===== src/rtl/seq_detect_pkg.sv =====
// Shared constants for the bit-serial pattern detection controller:
// FSM state encodings, default pattern and byte width.
package seq_detect_pkg;

    localparam int BYTE_W      = 8;
    localparam int DEF_PAT_LEN = 4;
    localparam int DEF_COUNT_W = 8;

    localparam logic [DEF_PAT_LEN-1:0] DEF_PATTERN = 4'b1011;

    localparam logic [1:0] ST_IDLE  = 2'd0;
    localparam logic [1:0] ST_LOAD  = 2'd1;
    localparam logic [1:0] ST_SHIFT = 2'd2;
    localparam logic [1:0] ST_DONE  = 2'd3;

endpackage


===== src/rtl/seq_match_core.sv =====
// Serial pattern matcher: keeps the last PAT_LEN bits and flags a match on the
// bit being consumed once enough bits have been seen since the last clear.
module seq_match_core
    import seq_detect_pkg::*;
#(
    parameter int                 PAT_LEN = DEF_PAT_LEN,
    parameter logic [PAT_LEN-1:0] PATTERN = DEF_PATTERN
) (
    input  logic clk,
    input  logic reset,
    input  logic clear,
    input  logic bit_en,
    input  logic bit_in,
    output logic match
);

    localparam int CNT_W = $clog2(PAT_LEN + 1);

    logic [PAT_LEN-1:0] history;
    logic [PAT_LEN-1:0] history_next;
    logic [CNT_W-1:0]   vcnt;

    assign history_next = {history[PAT_LEN-2:0], bit_in};

    // vcnt counts bits before this one, so PAT_LEN-1 means this bit completes a full window
    assign match = bit_en && (history_next == PATTERN) && (vcnt >= CNT_W'(PAT_LEN - 1));

    always_ff @(posedge clk) begin
        if (reset || clear) begin
            history <= '0;
            vcnt    <= '0;
        end else if (bit_en) begin
            history <= history_next;
            if (vcnt != CNT_W'(PAT_LEN))
                vcnt <= vcnt + 1'b1;
        end
    end

endmodule


===== src/rtl/seq_detect_ctrl.sv =====
// Run controller: accepts bytes over valid/ready, serialises them MSB-first
// into the match core, counts matches and ends the run on limit or abort.
//
// state | meaning
// IDLE  | waiting for start; match_count holds last result
// LOAD  | byte_ready high, waiting for an upstream byte
// SHIFT | feeding one shift-register bit per cycle into the match core
// DONE  | one-cycle done pulse, then back to IDLE
module seq_detect_ctrl
    import seq_detect_pkg::*;
#(
    parameter int                 PAT_LEN = DEF_PAT_LEN,
    parameter logic [PAT_LEN-1:0] PATTERN = DEF_PATTERN,
    parameter int                 COUNT_W = DEF_COUNT_W
) (
    input  logic               clk,
    input  logic               reset,
    input  logic               start,
    input  logic               abort,
    input  logic [COUNT_W-1:0] match_limit,
    input  logic               byte_valid,
    input  logic [BYTE_W-1:0]  byte_data,
    output logic               byte_ready,
    output logic               busy,
    output logic               match_pulse,
    output logic [COUNT_W-1:0] match_count,
    output logic               done
);

    localparam int IDX_W = $clog2(BYTE_W);

    logic [1:0]         state;
    logic [1:0]         state_next;
    logic [BYTE_W-1:0]  shreg;
    logic [IDX_W-1:0]   bit_idx;
    logic [COUNT_W-1:0] limit_q;
    logic [COUNT_W-1:0] count_q;
    logic [COUNT_W-1:0] count_inc;
    logic               match_pulse_q;
    logic               core_clear;
    logic               bit_en;
    logic               core_match;
    logic               limit_hit;
    logic               accept;

    assign core_clear = (state == ST_IDLE) && start;
    assign bit_en     = (state == ST_SHIFT);
    // abort in LOAD wins over a simultaneous byte, which is then dropped
    assign accept     = (state == ST_LOAD) && byte_valid && !abort;
    assign count_inc  = (&count_q) ? count_q : count_q + 1'b1;
    assign limit_hit  = core_match && (limit_q != '0) && (count_inc == limit_q);

    seq_match_core #(
        .PAT_LEN (PAT_LEN),
        .PATTERN (PATTERN)
    ) u_core (
        .clk    (clk),
        .reset  (reset),
        .clear  (core_clear),
        .bit_en (bit_en),
        .bit_in (shreg[BYTE_W-1]),
        .match  (core_match)
    );

    always_comb begin
        state_next = state;
        case (state)
            ST_IDLE:  if (start) state_next = ST_LOAD;
            ST_LOAD: begin
                if (abort)           state_next = ST_DONE;
                else if (byte_valid) state_next = ST_SHIFT;
            end
            ST_SHIFT: begin
                if (abort || limit_hit) state_next = ST_DONE;
                else if (bit_idx == '0) state_next = ST_LOAD;
            end
            ST_DONE:  state_next = ST_IDLE;
            default:  state_next = ST_IDLE;
        endcase
    end

    always_ff @(posedge clk) begin
        if (reset) begin
            state         <= ST_IDLE;
            shreg         <= '0;
            bit_idx       <= '0;
            limit_q       <= '0;
            count_q       <= '0;
            match_pulse_q <= 1'b0;
        end else begin
            state         <= state_next;
            match_pulse_q <= core_match;

            if (core_clear) begin
                count_q <= '0;
                limit_q <= match_limit;
            end else if (core_match) begin
                count_q <= count_inc;
            end

            if (accept) begin
                shreg   <= byte_data;
                bit_idx <= IDX_W'(BYTE_W - 1);
            end else if (bit_en) begin
                shreg   <= {shreg[BYTE_W-2:0], 1'b0};
                bit_idx <= bit_idx - 1'b1;
            end
        end
    end

    assign byte_ready  = (state == ST_LOAD);
    assign busy        = (state == ST_LOAD) || (state == ST_SHIFT);
    assign done        = (state == ST_DONE);
    assign match_pulse = match_pulse_q;
    assign match_count = count_q;

endmodule


===== config.mk =====
export PLATFORM = sky130hd
export DESIGN_NAME = seq_detect_ctrl
export DESIGN_NICKNAME = d
export VERILOG_FILES = /design/src/rtl/seq_detect_pkg.sv /design/src/rtl/seq_match_core.sv /design/src/rtl/seq_detect_ctrl.sv
export SDC_FILE = /design/constraint.sdc
export NUM_CORES = 1
export LEC_CHECK = 0
export CAP_MARGIN = 20
export CORE_UTILIZATION = 57
export DETAILED_ROUTE_END_ITERATION = 7
export PLACE_DENSITY = 0.82
export RECOVER_POWER = 100
export SYNTH_ARGS = -nofsm -noshare
export SYNTH_HDL_FRONTEND = slang
export SYNTH_HIERARCHICAL = 1
export SYNTH_SLANG_ARGS = --single-unit

===== constraint.sdc =====
create_clock -name clk -period 6.7 [get_ports clk]
set_input_delay 1.005 -clock clk [delete_from_list [all_inputs] [get_ports clk]]
set_output_delay 1.005 -clock clk [all_outputs]
set_load 0.05 [all_outputs]

After elaboration in Yosys (flattened, before gate mapping) --
Index checks and enable logic that the tools add are counted.
Storage, ports and cells: output and inout port bits 12, input port bits 21, word-level logic and storage cells 51, bits in registers 36
Cells by class: add/subtract/negate cells 3, order comparisons 1, mux-type cells 11, reductions and logical operators 19, eq/ne operators 9
Operators by type and width (number):
- $mux W8 | 3
- $mux W2 | 5
- $ne A3 B3 Y1 const B | 3
- $add A8 B1 Y8 const B | 1
- $eq A8 B8 Y1 | 1
- $pmux W2 S4 | 1
- $reduce_and A8 Y1 | 1
- $reduce_bool A8 Y1 | 1
- $logic_and A1 B1 Y1 | 7
- $mux W3 | 2
- $eq A2 B2 Y1 const B | 2
- $eq A4 B4 Y1 const B | 1
- $add A3 B1 Y3 const B | 1
- $ge A3 B2 Y1 const B | 1
- $logic_not A3 Y1 | 1
- $logic_or A1 B1 Y1 | 3
- $reduce_and A3 Y1 | 1
- $sub A3 B1 Y3 const B | 1
- $eq A2 B1 Y1 const B | 1
- $logic_not A2 Y1 | 1
- $ne A2 B2 Y1 const B | 1
- $reduce_and A2 Y1 | 1
- $reduce_bool A2 Y1 | 1
- $reduce_or A2 Y1 | 1
- $logic_not A1 Y1 | 1

Longest topological paths before layout --
depth in word-level cells 8, mapped depth 9, gate-level depth less buffers 8

By module --
Netlist, hierarchy kept.
By module, submodules not included:
- seq_detect_ctrl | area an instance 1765.4 µm², seq. area each 600.6 µm², cells each 221, instances 1
- seq_match_core | area an instance 316.6 µm², seq. area each 120.1 µm², cells each 33, instances 1

Worst setup path before layout --
No wires, ideal clock.
path type reg2reg, from register count_q[1], in the netlist match_count[1], to register state[0], setup slack 4.126 ns, required time 6.597 ns, buffers on the path 1, stages on the path, launching flop included 9, data arrival time 2.470 ns, library setup time 0.103 ns, period minus slack after synthesis 2.574 ns, path through dfxtp_1 > ha_1 > buf_4 > and4_1 > a21oi_1 > or3b_1 > a22oi_1 > a31oi_1 > a2111oi_2
On the way: word-level cells in the longest chain between the ends 7, elaborated cells on any way between the ends 10, classes of those cells add/sub (1); eq/ne (2); mux (3); reduce/logical (4)
RTL lines:
- start: declaration | line seq_detect_ctrl.sv:37 | logic [COUNT_W-1:0] count_q;
- start signal: assignment | line seq_detect_ctrl.sv:98 | count_q <= count_inc;
- $add A8 B1 Y8 / $reduce_and A8 Y1 (equally long branches) | line seq_detect_ctrl.sv:50 | assign count_inc = (&count_q) ? count_q : count_q + 1'b1;
- $mux W8 * | line seq_detect_ctrl.sv:50
- $eq A8 B8 Y1 * | line seq_detect_ctrl.sv:51 | assign limit_hit = core_match && (limit_q != '0) && (count_inc == limit_q);
- $logic_and A1 B1 Y1 * | line seq_detect_ctrl.sv:51
- $logic_or A1 B1 Y1 * | line seq_detect_ctrl.sv:74 | if (abort || limit_hit) state_next = ST_DONE;
- $mux W2 / $ne A3 B3 Y1 (equally long branches)
- $pmux W2 S4 / $reduce_and A3 Y1 (equally long branches)
- end signal: assignment | line seq_detect_ctrl.sv:91 | state <= state_next;
- end: declaration | line seq_detect_ctrl.sv:32 | logic [1:0] state;
Mark *: on every way between the ends. The rest lies on a longest branch, timed or not. A chain may end at the register's enable or synchronous reset.

Worst setup path in the final report --
from register state[1], to output port busy
On the way: word-level cells in the longest chain between the ends 2, elaborated cells on any way between the ends 3, classes of those cells eq/ne (2); reduce/logical (1)
RTL lines:
- $eq A2 B1 Y1 / $eq A2 B2 Y1 (equally long branches) | line seq_detect_ctrl.sv:112 | assign busy = (state == ST_LOAD) || (state == ST_SHIFT);
- $logic_or A1 B1 Y1 * | line seq_detect_ctrl.sv:112
- end: declaration | line seq_detect_ctrl.sv:24 | output logic busy,
Marks and branches as above.

==> flow_summary.json <==
{
  "routed_wl_mm": 4.35,
  "place_inst": 318,
  "antenna_found_initial": 0,
  "grt_pass1_vias": 1634,
  "startpoint_type": "flip-flop",
  "layout.nets": 311,
  "clock_latency_ps": 350,
  "comb_power_share": 0.344,
  "setup_ws_ps": 3540,
  "ctsHoldBuffers": 0,
  "final_cell_count_no_fill": 326,
  "die_width_um": 62.4,
  "ir_drop_v": 0.000299,
  "num_vias": 1847,
  "syn_area_sq_um": 2080,
  "hp-class": "reg -> reg",
  "die_area_sq_um": 3900,
  "grt_start_max_net_pins": 25,
  "die_h_um": 62.4,
  "cts_root_buf": "clkbuf_4",
  "htreeDepth": 2,
  "fmax_ghz": 0.316,
  "dr.first_iter.drc_count": 128,
  "synth_edf_count": 0,
  "synth.avg_cell_area_sq_um": 8.20,
  "cp_data_arrival_time_ps": 2160,
  "final_max_slew_viol_count": 0,
  "viasPerCell": 5.67,
  "synthDistinctLibCells": 52,
  "holdWs_ps": 478,
  "synth_fp_nets": 286,
  "post-route-period-util": 0.472,
  "ys_seq_elements": 36,
  "initial_core_util": 0.610,
  "layout_common_cells": "36 x dfxtp_1, 31 x nand2_1, 23 x a21oi_1",
  "critPathRequiredTime_ps": 5690,
  "setup_tns_ps": 0,
  "ant_nets": 0,
  "cts_tree": "done",
  "swShare": 0.358,
  "status": "finished, final reports clean",
  "cts_resized": 0,
  "total_power_w": 0.000636,
  "max-cap-violations": 0,
  "ys_async_sr_fraction": 0,
  "finalCriticalPeriod_ps": 3160,
  "p_sw_w": 0.000228,
  "synth_warnings": 6,
  "tightest_slew_ps": 964,
  "grt.overflow.total": 0,
  "critPathMaxFanout": 7,
  "fin_worst_skew_ps": 6.15,
  "cts_sinks": 36,
  "syn2layout_area_growth_pct": 18.3,
  "cts_buffers": 5,
  "p_leak_nw": 0.882,
  "drc_errors": 0,
  "hpwl_mm": 2.99,
  "slew-limit-headroom": 0.358,
  "rows": 21,
  "end_kind": "output port",
  "dp_worst_setup_slack_ps": 3920,
  "clock_power_share": 0.239,
  "cts_setup_buffers": 0,
  "report.final.setup_viol": 0,
  "synth_cells": 254,
  "ys_seq_area_frac": 0.346,
  "critical_path_class": "reg -> out",
  "track_usage": 0.245,
  "power.density_nw_per_um2": 258,
  "grt_pass1_wl_mm": 7.53,
  "synth_flop_cell": "dfxtp_1",
  "io_pins": 33,
  "drive_gt1_frac": 0.0536,
  "path_clk_slew_ps": 110,
  "hold_viol": 0,
  "rsz0062_at_grt": "no",
  "seqPwrFrac": 0.416,
  "clk_path_buf_depth": 2,
  "internal-power_w": 0.000408,
  "core_sq_um": 3420,
  "port_buffers": 32,
  "antennaDiodeCount": 0,
  "drt_pass1_iterations": 4,
  "wire_per_inst_um": 13.4,
  "final_common_cell": "dfxtp_1",
  "gp_congestion": 0.860
}
[flip-flops by register name (all words and copies together) (netlist names)]
signal / cells
u_core/vcnt: 3
shreg: 8
bit_idx: 3
limit_q: 8
state: 2
match_count: 8
match_pulse: 1
u_core/history: 3
[synthesized netlist by cell type, types with 2 or more instances]
library cell	count	share of area
dfxtp_1	36	0.35
o2111ai_1	2	0.0084
mux2i_1	12	0.058
or2_2	2	0.0060
nand2b_1	2	0.0060
and3_1	5	0.015
nand3_1	8	0.019
a211oi_1	10	0.036
a22oi_1	2	0.0072
a21oi_1	23	0.055
nor3_1	9	0.022
nand4_1	4	0.012
xnor2_1	6	0.025
ha_1	11	0.066
a31oi_1	4	0.012
nor2b_1	3	0.0090
o22ai_1	2	0.0060
inv_1	14	0.025
buf_6	2	0.011
xor2_1	2	0.0084
clkbuf_1	7	0.013
buf_2	3	0.0072
nor2_1	18	0.032
nand2_1	31	0.056
and4_1	2	0.0084
o21ai_0	8	0.019
[cell families after synthesis]
group	synth area share
flip-flops	0.346
adder cells (fa/ha/maj)	0.0661
AO/OA/AOI/OAI	0.209
buffers and inverters	0.0655
XOR/XNOR	0.0337
multiplexers	0.0577
AND/OR/NAND/NOR	0.222
[power groups by stage]
stage	clock [W]	sequential (W)	combinational, W
6_report	0.000152	0.000265	0.000219
5_1_grt	0.000168	0.000270	0.000245
4_1_cts	0.000155	0.000265	0.000223
3_5_place_dp	0	0.000269	0.000217
3_3_place_gp	0	0.000268	0.000214
2_1_floorplan	0	0.000260	0.000173
[critical path: stages, from the launching register on]
cell	delay [ps]
dfxtp_1	480
inv_1	160
ha_1	300
dlygate4sd3_1	860
[path summary, 6_finish.rpt]
kind | depth (start not counted) | startpoint | endpoint | slack [ps]
setup / recovery | 3 | state[1] | busy | 3540
hold / removal | 2 | limit_q[6] | limit_q[6] | 480
setup reg to reg | 8 | state[0] | state[0] | 3610
hold reg to reg | 2 | limit_q[6] | limit_q[6] | 480
[layer usage]
metal	part of all wire	track usage
met5	0	0
met4	0.013	0.0785
met3	0.053	0.0602
met2	0.44	0.360
met1	0.50	0.350
[through the flow]
stage / utilization / cell area [sq um]
after global routing: 0.721 / 2460
after CTS: 0.722 / 2470
after detailed placement: 0.699 / 2390
final: 0.721 / 2460
after floorplan: - / 2080
after global placement: 0.699 / 2390
[final cells by class]
class                   count  area, sq um
repair buffers             33          324
clock buffers               5         37.5
multi-input cells         188         1220
well taps                  46         57.6
fillers                   293          952
flip-flops and latches     36          721
inverters                  15         56.3
clock inverters             3         42.5
No activity file was read; power rests on OpenSTA's default activity.
